$ cat src/rtl/instr_fetch.sv
// Instruction fetch stage: a PC register, an instruction-memory handshake with
// a one-entry skid buffer behind decode stalls, and a redirect path.
module instr_fetch #(
   parameter logic [31:0] RESET_PC = 32'h0000_0000
) (
   input  logic        clk,
   input  logic        rst_n,
   output logic        imem_req,
   output logic [31:0] imem_addr,
   input  logic        imem_ack,
   input  logic [31:0] imem_rdata,
   input  logic        stall,
   input  logic        redirect,
   input  logic [31:0] redirect_target,
   output logic [31:0] if_id_instr,
   output logic [31:0] if_id_pc4,
   output logic        if_id_valid,
   output logic [15:0] imm_field,
   output logic        misalign
);

   typedef enum logic [1:0] {
      S_REQ  = 2'd0,
      S_HELD = 2'd1,
      S_DROP = 2'd2
   } state_e;

   state_e      state_q, state_d;
   logic [31:0] pc_q, pc_d;
   logic [31:0] drop_addr_q, drop_addr_d;
   logic [31:0] instr_q, instr_d;
   logic [31:0] pc4_q, pc4_d;
   logic        valid_q, valid_d;
   logic [31:0] skid_instr_q, skid_instr_d;
   logic [31:0] skid_pc4_q, skid_pc4_d;
   logic        misalign_q, misalign_d;

   logic [31:0] pc_plus4_s;
   logic [31:0] redir_pc_s;

   assign pc_plus4_s = pc_q + 32'd4;
   assign redir_pc_s = {redirect_target[31:2], 2'b00};

   // Next-state and datapath update; redirect outranks stall in every state.
   always_comb begin
      state_d      = state_q;
      pc_d         = pc_q;
      drop_addr_d  = drop_addr_q;
      instr_d      = instr_q;
      pc4_d        = pc4_q;
      valid_d      = valid_q;
      skid_instr_d = skid_instr_q;
      skid_pc4_d   = skid_pc4_q;
      misalign_d   = 1'b0;

      case (state_q)
         S_REQ: begin
            if (redirect) begin
               pc_d       = redir_pc_s;
               valid_d    = 1'b0;
               misalign_d = |redirect_target[1:0];
               if (imem_ack) begin
                  state_d = S_REQ;
               end else begin
                  // Memory still owes a response to the old address.
                  drop_addr_d = pc_q;
                  state_d     = S_DROP;
               end
            end else if (imem_ack && !stall) begin
               instr_d = imem_rdata;
               pc4_d   = pc_plus4_s;
               valid_d = 1'b1;
               pc_d    = pc_plus4_s;
            end else if (imem_ack && stall) begin
               skid_instr_d = imem_rdata;
               skid_pc4_d   = pc_plus4_s;
               pc_d         = pc_plus4_s;
               state_d      = S_HELD;
            end else if (!stall) begin
               valid_d = 1'b0;
            end else begin
               state_d = S_REQ;
            end
         end
         S_HELD: begin
            if (redirect) begin
               pc_d       = redir_pc_s;
               valid_d    = 1'b0;
               misalign_d = |redirect_target[1:0];
               state_d    = S_REQ;
            end else if (!stall) begin
               instr_d = skid_instr_q;
               pc4_d   = skid_pc4_q;
               valid_d = 1'b1;
               state_d = S_REQ;
            end else begin
               state_d = S_HELD;
            end
         end
         S_DROP: begin
            if (redirect) begin
               pc_d       = redir_pc_s;
               valid_d    = 1'b0;
               misalign_d = |redirect_target[1:0];
            end else begin
               pc_d = pc_q;
            end
            if (imem_ack) begin
               state_d = S_REQ;
            end else begin
               state_d = S_DROP;
            end
         end
         default: begin
            state_d = S_REQ;
            valid_d = 1'b0;
         end
      endcase
   end

   // State and datapath registers with asynchronous clear.
   always_ff @(posedge clk or negedge rst_n) begin
      if (!rst_n) begin
         state_q      <= S_REQ;
         pc_q         <= RESET_PC;
         drop_addr_q  <= 32'h0000_0000;
         instr_q      <= 32'h0000_0000;
         pc4_q        <= 32'h0000_0000;
         valid_q      <= 1'b0;
         skid_instr_q <= 32'h0000_0000;
         skid_pc4_q   <= 32'h0000_0000;
         misalign_q   <= 1'b0;
      end else begin
         state_q      <= state_d;
         pc_q         <= pc_d;
         drop_addr_q  <= drop_addr_d;
         instr_q      <= instr_d;
         pc4_q        <= pc4_d;
         valid_q      <= valid_d;
         skid_instr_q <= skid_instr_d;
         skid_pc4_q   <= skid_pc4_d;
         misalign_q   <= misalign_d;
      end
   end

   // Request is gated by rst_n so nothing is issued while reset is held.
   assign imem_req    = rst_n & (state_q != S_HELD);
   assign imem_addr   = (state_q == S_DROP) ? drop_addr_q : pc_q;
   assign if_id_instr = instr_q;
   assign if_id_pc4   = pc4_q;
   assign if_id_valid = valid_q;
   assign imm_field   = instr_q[15:0];
   assign misalign    = misalign_q;

endmodule

$ cat config.mk
export PLATFORM = sky130hd
export DESIGN_NAME = instr_fetch
export DESIGN_NICKNAME = d
export VERILOG_FILES = /design/src/rtl/instr_fetch.sv
export SDC_FILE = /design/constraint.sdc
export NUM_CORES = 1
export LEC_CHECK = 0
export CAP_MARGIN = 0
export CORE_MARGIN = 5
export CORE_UTILIZATION = 47
export DETAILED_ROUTE_END_ITERATION = 10
export GPL_ROUTABILITY_DRIVEN = 0
export HOLD_SLACK_MARGIN = 0.06
export PLACE_DENSITY = 0.77
export SLEW_MARGIN = 10
export SYNTH_ARGS = -nofsm -noshare
export SYNTH_HDL_FRONTEND = slang
export SYNTH_SLANG_ARGS = --single-unit
$ cat constraint.sdc
create_clock -name clk -period 2.3 [get_ports clk]
set_input_delay 0.46 -clock clk [delete_from_list [all_inputs] [get_ports clk]]
set_output_delay 0.46 -clock clk [all_outputs]
set_load 0.005 [all_outputs]
Word-level counts from Yosys, hierarchy flattened
Index checks and enable logic that the tools add are counted.
{"block": "word_totals", "regBits": 196, "in_bits": 69, "out_inout_bits": 115}
{"block": "classes", "add_sub_neg": 1, "n_eq_ne": 15, "n_mux": 34, "n_bitwise": 4, "reduce_logical": 15}
{"cell": "32-bit 2-to-1 mux", "n": 13}
{"cell": "32-bit case mux with 2 select lines", "n": 3}
{"cell": "32-bit by 3-bit adder with 32-bit output, second input constant", "n": 1}
{"cell": "4-bit != test, second input constant", "n": 4}
{"cell": "1-bit 2-to-1 mux", "n": 11}
{"cell": "2-bit 2-to-1 mux", "n": 5}
{"cell": "2-bit != test, second input constant", "n": 5}
{"cell": "4-bit AND reduction", "n": 2}
{"cell": "3-bit != test, second input constant", "n": 2}
{"cell": "2-bit case mux with 3 select lines", "n": 1}
{"cell": "3-bit AND reduction", "n": 2}
{"cell": "5-bit AND reduction", "n": 1}
{"cell": "2-bit by 1-bit != test with 1-bit output, second input constant", "n": 2}
{"cell": "2-bit nonzero test", "n": 2}
{"cell": "2-bit OR reduction", "n": 2}
{"cell": "1-bit NOT", "n": 3}
{"cell": "1-bit case mux with 3 select lines", "n": 1}
{"cell": "3-bit OR reduction", "n": 1}
{"cell": "2-bit by 1-bit equality test with 1-bit output, second input constant", "n": 1}
{"cell": "2-bit equality test, second input constant", "n": 1}
{"cell": "1-bit logical AND", "n": 2}
{"cell": "2-bit zero test", "n": 1}
{"cell": "2-bit AND reduction", "n": 1}
{"cell": "1-bit bitwise AND", "n": 1}
{"cell": "1-bit zero test", "n": 1}

Depth between registers and ports, before layout
Gate-level depths: netlist (run 1).
{"block": "logic_depth", "word_depth": 5, "depth_mapped": 10, "depth_no_buf": 7}

Worst setup path after synthesis (run 1)
Ideal clock, no wire load.
{"block": "synth_timing", "path_type": "register to register", "from": "register pc_q[2]", "to": "register pc_q[30]", "setup_ns": 0.121, "t_arrival_ns": 2.004, "t_required_ns": 2.179, "setup_slack_ns": 0.175, "path_stages_with_launch": 8, "synth_period_minus_slack_ns": 2.125, "path_cell_list": "dfrtp_1 -> ha_1 -> nand3_1 -> or2_0 -> clkbuf_1 -> nor4_1 -> a31oi_1 -> o22a_1"}
{"block": "synth_between", "elab_chain_len": 5}
{"element": "start, declared", "line_no": "29", "text": "logic [31:0] pc_q, pc_d;"}
{"element": "start signal, assigned", "line_no": "135", "text": "pc_q <= pc_d;"}
{"element": "32-bit by 3-bit adder with 32-bit output (*)", "line_no": "41", "text": "assign pc_plus4_s = pc_q + 32'd4;"}
{"element": "32-bit 2-to-1 mux", "line_no": "74", "text": "end else if (imem_ack && stall) begin"}
{"element": "32-bit 2-to-1 mux (*)", "line_no": "69", "text": "end else if (imem_ack && !stall) begin"}
{"element": "32-bit 2-to-1 mux (*)", "line_no": "58", "text": "if (redirect) begin"}
{"element": "32-bit case mux with 2 select lines (*)", "line_no": "56", "text": "case (state_q)"}
Every way passes the cells marked *; elsewhere a longest branch is shown, timed or not. The select of a mux whose other input is x is not followed.
A chain may end at the register's enable or synchronous reset.

Worst setup path after layout (run 1)
{"block": "layout_timing", "from": "register state_q[1]", "to": "output port imem_addr[17]"}
{"block": "layout_between", "elab_chain_len": 2}
{"element": "start, declared", "line_no": "28", "text": "state_e state_q, state_d;"}
{"element": "start signal, assigned", "line_no": "134", "text": "state_q <= state_d;"}
{"element": "2-bit equality test", "line_no": "148", "text": "assign imem_addr = (state_q == S_DROP) ? drop_addr_q : pc_q;"}
{"element": "32-bit 2-to-1 mux", "line_no": "148"}
{"element": "end, declared", "line_no": "9", "text": "output logic [31:0] imem_addr,"}
No other way between the ends.

==> reports/results.ini, run 1 <==
[critical_path]
reg2reg_from = state_q[1]$_DFFE_PN0P_
rrSetupSlack_ns = 0.02
cp-start-kind = flip-flop
reg2reg_depth = 8
cp_common_cell = buf_12
crit_required_ns = 1.84
startpoint = state_q[1]$_DFFE_PN0P_
crit_path_end = imem_addr[17]
end_kind = primary output
timing.rr.end = if_id_pc4[11]$_DFFE_PN0P_
crit_arrival_ns = 1.89
crit_type = flip-flop to primary output
slowest_delay_ns = 0.43
critPathSlowestCell = dfrtp_1
path_max_fanout = 6
path_cells = ha_4 -> buf_12 -> buf_12 -> buf_12 -> mux2_4 -> buf_6

[yosys]
syn_inst = 882
avgSynthCellArea_um2 = 10.50
synth-edff-count = 0
post-synth-top-count-cell = dfrtp_1
synth_flop_cell = dfrtp_1
synth_seq_cells = 188
ys.warnings.count = 0
synth_cell_type_count = 60
synth_area_leaders = dfrtp_1, mux2_2, o21ai_0
yosysTopAreaCellShare = 0.5080
synth_common_cells = dfrtp_1, o21ai_0, nand2_1
synth.cell_area_um2 = 9260
synthArstFlopShare = 1.000
yosysSeqAreaShare = 0.5080
yosysTopAreaCell = dfrtp_1

[drt]
drt_first_iter_violations = 537
drcViolationCount = 0
via_count = 7266
ant_nets = 0
vias_per_cell = 5.414
wl_per_cell_um = 18.11
dr.pass1.iters = 5
wl_mm = 24.31

[final_layout]
instances_no_fill = 1342
postLayoutCellArea_um2 = 12120
nFillCells = 1602
drive_above_1_share = 0.2256
syn_to_final_growth_pct = 30.91
nets = 1138
postLayoutCoreUtil = 0.6229
diodes = 0

[sta]
period_minus_slack_ns = 2.354
finalCritPeriodShare = 1.023
hold_viol_final = 0
setup_ws_ns = -0.05378
slew_headroom = 0.3420
finalHoldWorstSlack_ns = 0.09264
setup_violations = 6
max_freq_mhz = 424.8
slew_viol_final = 0
finClkSkew_ns = 0.01479
tightest_slew_ns = 0.9870
tns_ns = -0.2782
grt_setup_unrepaired = true

[cts]
root_buffer = clkbuf_16
clk_latency_ns = 0.44
cts_tree = done
h-tree-depth = 4
cts_made_buffers = 17
clk_pin_slew_ns = 0.07
ctsHoldBuffers = 0
clkSinkCount = 188
clockBufferDepth = 2

[power_and_ir_drop]
irDropWorstVdd_v = 0.0006838
power_mw = 14.70
p_per_area_nw_per_um2 = 1212
leakagePower_nw = 5.217

[placement]
placed_cell_area_um2 = 11390
dp_hpwl_mm = 16.53
dp_cells = 1299
place_ws_ns = 0.01599
io_buffers = 179

[run_status]
run_status = finished with violations
violations = negative setup slack

[floorplan]
die_h_um = 150.4
start_util = 0.4758
dieWidth_um = 150.4
rows = 51
io_pins = 184
dieArea_um2 = 22610
core-area_um2 = 19460

[global_route]
grt_overflow = 0
grtUsageTotal = 0.2127
first_global_vias = 7214
grt_max_degree = 111
grt_pass1_wl_mm = 37.75
antenna_found_initial = 0

[hold_path]
hold_class = input port to async pin

[flow_run]
drv_cap = 0

==> logic make-up after synthesis <==
family,share of synthesized area
buf+inv,0.06459
fa+ha+maj,0.006756
compound gates,0.1286
simple gates,0.1212
mux,0.1448
flops,0.5080
other cells,0.0004050
xor+xnor,0.02554
==> sequential cells by signal (all words and copies together), names as in the netlist <==
name and flops:
state_q 2, pc_q 30, skid_instr_q 32, misalign 1, drop_addr_q 30, if_id_pc4 30
if_id_valid 1, if_id_instr 32, skid_pc4_q 30
==> per-layer routing <==
layer	GRT usage	vias to the layer above	routed length (um)
met5	0	-	0
met3	0.05057	29	1764
li1	-	3437	-
met2	0.3308	260	11490
met4	0.06816	0	422
met1	0.2956	3540	10640
==> cell usage in the layout (no fill, tap or decap), drive strengths merged, types with 19 or more instances in the layout <==
cell / instances
o21ai: 118
buf: 71
xnor2: 19
mux2i: 35
and3: 26
a21oi: 39
mux2: 88
nand2: 107
clkdlybuf4s50: 147
clkbuf: 48
nor2: 36
dfrtp: 188
==> worst max-delay path: cells and delay by family (launching register included) <==
family     cells  cell delay, ns
flops          1            0.43
fa+ha+maj      1            0.20
buf+inv        4            0.53
mux            1            0.30
==> worst min path at each step <==
stage	cells after the start	slack (ns)	endpoint	startpoint
after floorplan	0	0.16	drop_addr_q[10]$_DFFE_PN0P_	rst_n
after global placement	2	0.45	skid_pc4_q[30]$_DFFE_PN0P_	skid_pc4_q[30]$_DFFE_PN0P_
after detailed placement	2	0.46	skid_pc4_q[25]$_DFFE_PN0P_	skid_pc4_q[25]$_DFFE_PN0P_
after CTS	2	0.14	if_id_pc4[13]$_DFFE_PN0P_	rst_n
after global routing	2	0.15	if_id_pc4[12]$_DFFE_PN0P_	rst_n
final	2	0.09	if_id_pc4[12]$_DFFE_PN0P_	rst_n
==> power breakdown <==
part	internal [mW]	switching, mW
combinational	3.36	2.63
clock	1.66	1.35
sequential	4.76	0.942
==> final cells by class <==
cell class              count  area [um^2]  share of cell area
well taps                 265        331.6             0.02735
inverters                  13        48.80            0.004025
clock inverters            13        155.1             0.01280
repair buffers            248         2390              0.1971
clock buffers              19        442.9             0.03654
multi-input cells         596         4050              0.3341
flip-flops and latches    188         4705              0.3881
==> what timing repair did <==
action                     in CTS  in global routing
resized for setup              57                 70
pin swaps                       1                  1
cloned                          1                  2
setup endpoints to repair      31                 49
buffers inserted                2                  6
Note: power is estimated with default switching activity, not from simulation.
==> run 2, diff against run 1 <==
--- a/config.mk
+++ b/config.mk
@@ -6,7 +6,6 @@
 export NUM_CORES = 1
 export LEC_CHECK = 0
 export CAP_MARGIN = 0
-export CORE_MARGIN = 5
 export CORE_UTILIZATION = 47
 export DETAILED_ROUTE_END_ITERATION = 10
 export GPL_ROUTABILITY_DRIVEN = 0
@@ -16,3 +15,4 @@
 export SYNTH_ARGS = -nofsm -noshare
 export SYNTH_HDL_FRONTEND = slang
 export SYNTH_SLANG_ARGS = --single-unit
+export TNS_END_PERCENT = 100
==> run 2 against run 1 <==
  * The flow still finishes with violations (negative setup slack)
  * Design area up 0.76%
  * Clock power down 3%
  * Via count is essentially flat
  * Power about the same
  * Cell count is 0.30% higher
  * Worst hold slack better by 0.071 ns
  * Clock skew down 0.0030 ns
  * Sequential power grew 1%
  * First-iteration DRC count is 18% lower
  * Clock-buffer cell count is 2 lower
  * Critical path type unchanged
  * Largest cell class unchanged
  * Largest power group unchanged
==> reports/results.ini, run 2 (synthesis results as in run 1) <==
[sta]
max_freq_mhz = 427.4  ; was 424.8 MHz
period_minus_slack_ns = 2.340  ; was 2.354 ns
hold_viol_final = 0  ; unchanged
finClkSkew_ns = 0.01179  ; was 0.01479 ns
grt_setup_unrepaired = true  ; unchanged
finalCritPeriodShare = 1.017  ; was 1.023
slew_viol_final = 0  ; unchanged
tightest_slew_ns = 0.7354  ; was 0.9870 ns
tns_ns = -0.1406  ; was -0.2782 ns
setup_violations = 7  ; was 6
slew_headroom = 0.5097  ; was 0.3420
setup_ws_ns = -0.03976  ; was -0.05378 ns

[final_layout]
instances_no_fill = 1346  ; was 1342
postLayoutCellArea_um2 = 12220  ; was 12120 um^2
mostFrequentLayoutCells = dfrtp_1, clkdlybuf4s50_1, o21ai_0, nand2_1, mux2_2  ; unchanged
nets = 1147  ; was 1138
drive_above_1_share = 0.2302  ; was 0.2256
diodes = 0  ; unchanged
layout_commonest_cell = dfrtp_1  ; unchanged
syn_to_final_growth_pct = 31.91  ; was 30.91%

[placement]
placed_cell_area_um2 = 11430  ; was 11390 um^2
place_ws_ns = -0.007659  ; was 0.01599 ns
dp_cells = 1296  ; was 1299
dp_hpwl_mm = 15.80  ; was 16.53 mm
io_buffers = 179  ; unchanged

[critical_path]
timing.rr.end = if_id_pc4[28]$_DFFE_PN0P_  ; was if_id_pc4[11]$_DFFE_PN0P_
cp_num_buf_inv = 5  ; was 4
slowest_delay_ns = 0.39  ; was 0.43 ns
path_cells = inv_2 -> ha_4 -> buf_12 -> buf_6 -> buf_6 -> mux2_4 -> buf_6  ; was ha_4 -> buf_12 -> buf_12 -> buf_12 -> mux2_4 -> buf_6
end_kind = primary output  ; unchanged
crit_type = flip-flop to primary output  ; unchanged
reg2reg_from = pc_q[3]$_DFFE_PN0P_  ; was state_q[1]$_DFFE_PN0P_
crit_arrival_ns = 1.88  ; was 1.89 ns
crit_family = buffers and inverters  ; unchanged
cp-start-kind = flip-flop  ; unchanged
crit_required_ns = 1.84  ; about the same
path_max_fanout = 6  ; unchanged
critPathSlowestCell = dfrtp_1  ; unchanged
rrSetupSlack_ns = 0.11  ; was 0.02 ns
cp_common_cell = buf_6  ; was buf_12
reg2reg_depth = 8  ; unchanged

[drt]
ant_nets = 0  ; unchanged
drcViolationCount = 0  ; unchanged
wl_per_cell_um = 17.44  ; was 18.11 um
wl_mm = 23.47  ; was 24.31 mm
drt_first_iter_violations = 438  ; was 537
dr.pass1.iters = 5  ; unchanged
via_count = 7264  ; was 7266
vias_per_cell = 5.397  ; was 5.414

[global_route]
grt_max_degree = 137  ; was 111
first_global_vias = 7135  ; was 7214
antenna_found_initial = 1  ; was 0
grtUsageTotal = 0.2422  ; was 0.2127
grt_pass1_wl_mm = 37.61  ; was 37.75 mm
grt_overflow = 0  ; unchanged

[floorplan]
start_util = 0.4869  ; was 0.4758
dieWidth_um = 142.4  ; was 150.4 um
core-area_um2 = 19020  ; was 19460 um^2
io_pins = 184  ; unchanged
die_h_um = 142.4  ; was 150.4 um
rows = 50  ; was 51
dieArea_um2 = 20270  ; was 22610 um^2

[cts]
clk_latency_ns = 0.44  ; about the same
clockBufferDepth = 2  ; unchanged
cts_made_buffers = 17  ; unchanged
root_buffer = clkbuf_16  ; unchanged
cts_tree = done  ; unchanged
h-tree-depth = 4  ; unchanged
ctsHoldBuffers = 0  ; unchanged
clk_pin_slew_ns = 0.07  ; about the same
clkSinkCount = 188  ; unchanged

[power_and_ir_drop]
p_per_area_nw_per_um2 = 1203  ; was 1212 nW/um^2
irDropWorstVdd_v = 0.0006498  ; was 0.0006838 V
leakagePower_nw = 5.247  ; was 5.217 nW

[run_status]
violations = negative setup slack  ; unchanged
run_status = finished with violations  ; unchanged

[hold_path]
hold_class = input port to async pin  ; unchanged

[flow_run]
drv_cap = 0  ; unchanged

-- run 2: cell count changes in the layout (fill, tap and decap cells not counted), moves of 3 or more --
cell and change:
clkdlybuf4s15_1 +3, clkbuf_2 -20, buf_6 +11, buf_2 +7
clkinv_4 +4, buf_4 +5, dfrtp_1 -3, dlygate4sd2_1 +5
dfrtp_2 +3
-- run 2: power breakdown --
| group | internal (mW) | switching [mW] | leakage (nW) | total (mW) |
|---|---|---|---|---|
| Sequential | 4.76 | 1.01 | 2.27 | 5.77 |
| Combinational | 3.46 | 2.54 | 2.70 | 6.00 |
| Clock | 1.53 | 1.40 | 0.275 | 2.92 |
| Total | 9.75 | 4.94 | 5.25 | 14.7 |
-- run 2: worst max path at each step --
| stage | start | endpoint | slack [ns] | depth (start not counted) |
|---|---|---|---|---|
| global placement | redirect | pc_q[9]$_DFFE_PN0P_ | 0.06 | 6 |
| global route | state_q[0]$_DFFE_PN0P_ | imem_addr[5] | -0.10 | 7 |
| detailed placement | redirect | pc_q[9]$_DFFE_PN0P_ | -0.008 | 7 |
| finish | state_q[0]$_DFFE_PN0P_ | imem_addr[7] | -0.04 | 7 |
| CTS | state_q[1]$_DFFE_PN0P_ | imem_addr[31] | -0.12 | 7 |
| floorplan | pc_q[2]$_DFFE_PN0P_ | pc_q[30]$_DFFE_PN0P_ | 0.17 | 7 |
-- run 2: final cells by class --
class,count,area (um^2)
Multi-Input combinational cell,596,4048
Tap cell,260,325.3
Fill cell,1560,6803
Clock inverter,15,158.9
Timing Repair Buffer,257,2501
Clock buffer,17,425.4
Sequential cell,188,4708
Inverter,13,48.80
-- run 2: stage by stage --
stage            util  hold WS, ns  total power, mW
2_1_floorplan       -       0.1644            8.653
3_3_place_gp   0.6010       0.4543            11.43
3_5_place_dp   0.6010       0.4642            11.67
4_1_cts        0.6431       0.2140            14.76
5_1_grt        0.6423       0.2482            15.66
6_report       0.6423       0.1633            14.69
-- run 2: per-layer routing --
layer	vias to the layer above	wire length, um	global-route usage
met5	-	13	0
met4	2	529	0.09281
met3	40	1573	0.04711
met2	275	10950	0.3865
met1	3487	10400	0.3261
li1	3460	-	-
-- run 2: what timing repair did --
action,4_1_cts,5_1_grt
endpoints found under the setup margin,31,40
gates cloned,2,0
pin swaps,1,1
gates resized for setup,113,25
endpoints found under the hold margin,0,0
buffers inserted,15,7
==> run 3, diff against run 2 <==
==> constraint.sdc (replaced) <==
create_clock -name clk -period 2.3 [get_ports clk]
set_input_delay 0.23 -clock clk [delete_from_list [all_inputs] [get_ports clk]]
set_output_delay 0.23 -clock clk [all_outputs]
set_load 0.005 [all_outputs]
==> run 3 against run 2 <==
  * The run now ends clean
  * Sequential share of layout area up 0.80 points
  * Clock skew fell by 0.00069 ns
  * Non-clock buffer count shrank 34
  * Combinational power decreased by 7.7%
  * Flip-flop and latch count unchanged
  * Register-to-register slack improved by 0.04 ns
  * Via count shrank 0.99%
  * Clock power grew 17%
  * Fmax rose by 5.7%
  * Worst hold slack improved by 0.25 ns
  * First-iteration DRC count increased by 24%
  * Sequential power is essentially flat
  * Critical path type unchanged
  * Largest cell class unchanged
==> reports/results.ini, run 3 (synthesis results as in run 1) <==
[critical_path]
reg2reg_depth = 6  ; was 8
end_kind = primary output  ; unchanged
path_max_fanout = 18  ; was 6
cp-start-kind = flip-flop  ; unchanged
crit_arrival_ns = 1.98  ; was 1.88 ns
reg2reg_from = pc_q[14]$_DFFE_PN0P_  ; was pc_q[3]$_DFFE_PN0P_
crit_required_ns = 2.07  ; was 1.84 ns
timing.rr.end = if_id_pc4[15]$_DFFE_PN0P_  ; was if_id_pc4[28]$_DFFE_PN0P_
rrSetupSlack_ns = 0.15  ; was 0.11 ns
crit_type = flip-flop to primary output  ; unchanged

[run_status]
run_status = finished, final reports clean  ; was finished with violations

[sta]
finalCritPeriodShare = 0.9622  ; was 1.017
tns_ns = 0  ; was -0.1406 ns
tightest_slew_ns = 0.8719  ; was 0.7354 ns
setup_violations = 0  ; was 7
hold_viol_final = 0  ; unchanged
period_minus_slack_ns = 2.213  ; was 2.340 ns
max_freq_mhz = 451.9  ; was 427.4 MHz
finClkSkew_ns = 0.01110  ; was 0.01179 ns
slew_headroom = 0.4187  ; was 0.5097
slew_viol_final = 0  ; unchanged

[final_layout]
instances_no_fill = 1313  ; was 1346
syn_to_final_growth_pct = 29.18  ; was 31.91%
mostFrequentLayoutCells = dfrtp_1, clkdlybuf4s50_1, o21ai_0, nand2_1, mux2_2  ; unchanged
diodes = 0  ; unchanged
drive_above_1_share = 0.1823  ; was 0.2302
postLayoutCoreUtil = 0.6290  ; was 0.6423
layout_commonest_cell = dfrtp_1  ; unchanged
nets = 1114  ; was 1147
nFillCells = 1569  ; was 1560

[drt]
via_count = 7192  ; was 7264
drcViolationCount = 0  ; unchanged
ant_nets = 0  ; unchanged
wl_mm = 23.06  ; was 23.47 mm
wl_per_cell_um = 17.57  ; was 17.44 um
dr.pass1.iters = 5  ; unchanged
drt_first_iter_violations = 545  ; was 438
vias_per_cell = 5.478  ; was 5.397

[floorplan]
dieArea_um2 = 20270  ; unchanged
dieWidth_um = 142.4  ; unchanged
io_pins = 184  ; unchanged
start_util = 0.4869  ; unchanged
rows = 50  ; unchanged
die_h_um = 142.4  ; unchanged
core-area_um2 = 19020  ; unchanged

[flow_run]
drv_cap = 0  ; unchanged

[hold_path]
hold_class = input port to flip-flop  ; was input port to async pin
worstHoldPathCells = 3
min_to = pc_q[11]$_DFFE_PN0P_
hold_path_startpoint = redirect_target[11]

[global_route]
grtUsageTotal = 0.2391  ; was 0.2422
antenna_found_initial = 1  ; unchanged
first_global_vias = 7061  ; was 7135
grt_pass1_wl_mm = 37.17  ; was 37.61 mm
grt_max_degree = 120  ; was 137
grt_overflow = 0  ; unchanged

[power_and_ir_drop]
leakagePower_nw = 5.096  ; was 5.247 nW
p_per_area_nw_per_um2 = 1233  ; was 1203 nW/um^2
power_mw = 14.74  ; was 14.69 mW
irDropWorstVdd_v = 0.0007013  ; was 0.0006498 V

[cts]
cts_made_buffers = 17  ; unchanged
clk_latency_ns = 0.43  ; was 0.44 ns
clkSinkCount = 188  ; unchanged
clockBufferDepth = 2  ; unchanged
root_buffer = clkbuf_16  ; unchanged
h-tree-depth = 4  ; unchanged
cts_tree = done  ; unchanged
clk_pin_slew_ns = 0.07  ; about the same

[placement]
io_buffers = 179  ; unchanged
dp_hpwl_mm = 15.62  ; was 15.80 mm
dp_cells = 1276  ; was 1296

[run 3: per-stage QoR]
step	hold WS [ns]	instance area [um^2]	setup slack (ns)
floorplan	-0.06559	9271	0.1750
global placement	0.4197	11220	0.1537
detailed placement	0.4306	11220	0.1207
CTS	0.4026	11940	0.03326
global route	0.4178	11960	-0.02648
finish	0.4153	11960	0.08693
[run 3: final cells by class]
type | instances | area (um^2) | area share
clock buffer | 18 | 429.2 | 0.03588
clock inverter | 14 | 256.5 | 0.02144
inverter | 13 | 48.80 | 0.004079
multi-input combinational | 597 | 4011 | 0.3353
sequential | 188 | 4707 | 0.3935
tap | 260 | 325.3 | 0.02719
timing repair buffer | 223 | 2185 | 0.1826
[run 3: worst max-delay path, stage by stage (launching register included)]
cell and delay (ns):
dfrtp_2 0.45, ha_4 0.22, buf_16 0.17, o21ai_0 0.19, clkdlybuf4s50_1 0.53
[run 3: worst max path at each step]
stage / start / endpoint / cells past startpoint
2_1_floorplan: pc_q[2]$_DFFE_PN0P_ / pc_q[30]$_DFFE_PN0P_ / 7
3_3_place_gp: pc_q[2]$_DFFE_PN0P_ / if_id_pc4[29]$_DFFE_PN0P_ / 5
3_5_place_dp: pc_q[2]$_DFFE_PN0P_ / if_id_pc4[29]$_DFFE_PN0P_ / 5
4_1_cts: state_q[0]$_DFFE_PN0P_ / imem_addr[6] / 6
5_1_grt: state_q[1]$_DFFE_PN0P_ / pc_q[25]$_DFFE_PN0P_ / 8
6_report: state_q[1]$_DFFE_PN0P_ / imem_addr[28] / 4
[run 3: what timing repair did]
item / 4_1_cts / 5_1_grt
hold endpoints to repair: 119 / 0
cloned: 1 / 1
pin swaps: 0 / 0
resized for setup: 33 / 8
buffers inserted: 2 / 0
hold buffers: 1 / 0
endpoints found under the setup margin: 29 / 30
[run 3: metal layers]
| layer | vias up | routed length, um | GRT usage |
|---|---|---|---|
| met2 | 305 | 10620 | 0.3826 |
| met5 | - | 11 | 0 |
| met3 | 36 | 1857 | 0.05182 |
| met1 | 3453 | 10200 | 0.3243 |
| li1 | 3396 | - | - |
| met4 | 2 | 369 | 0.07357 |
[run 3: report_power, final]
group | total, mW | switching (mW) | internal, mW
Sequential | 5.79 | 1.03 | 4.76
Combinational | 5.54 | 2.41 | 3.13
Clock | 3.42 | 1.34 | 2.07
Total | 14.7 | 4.79 | 9.96
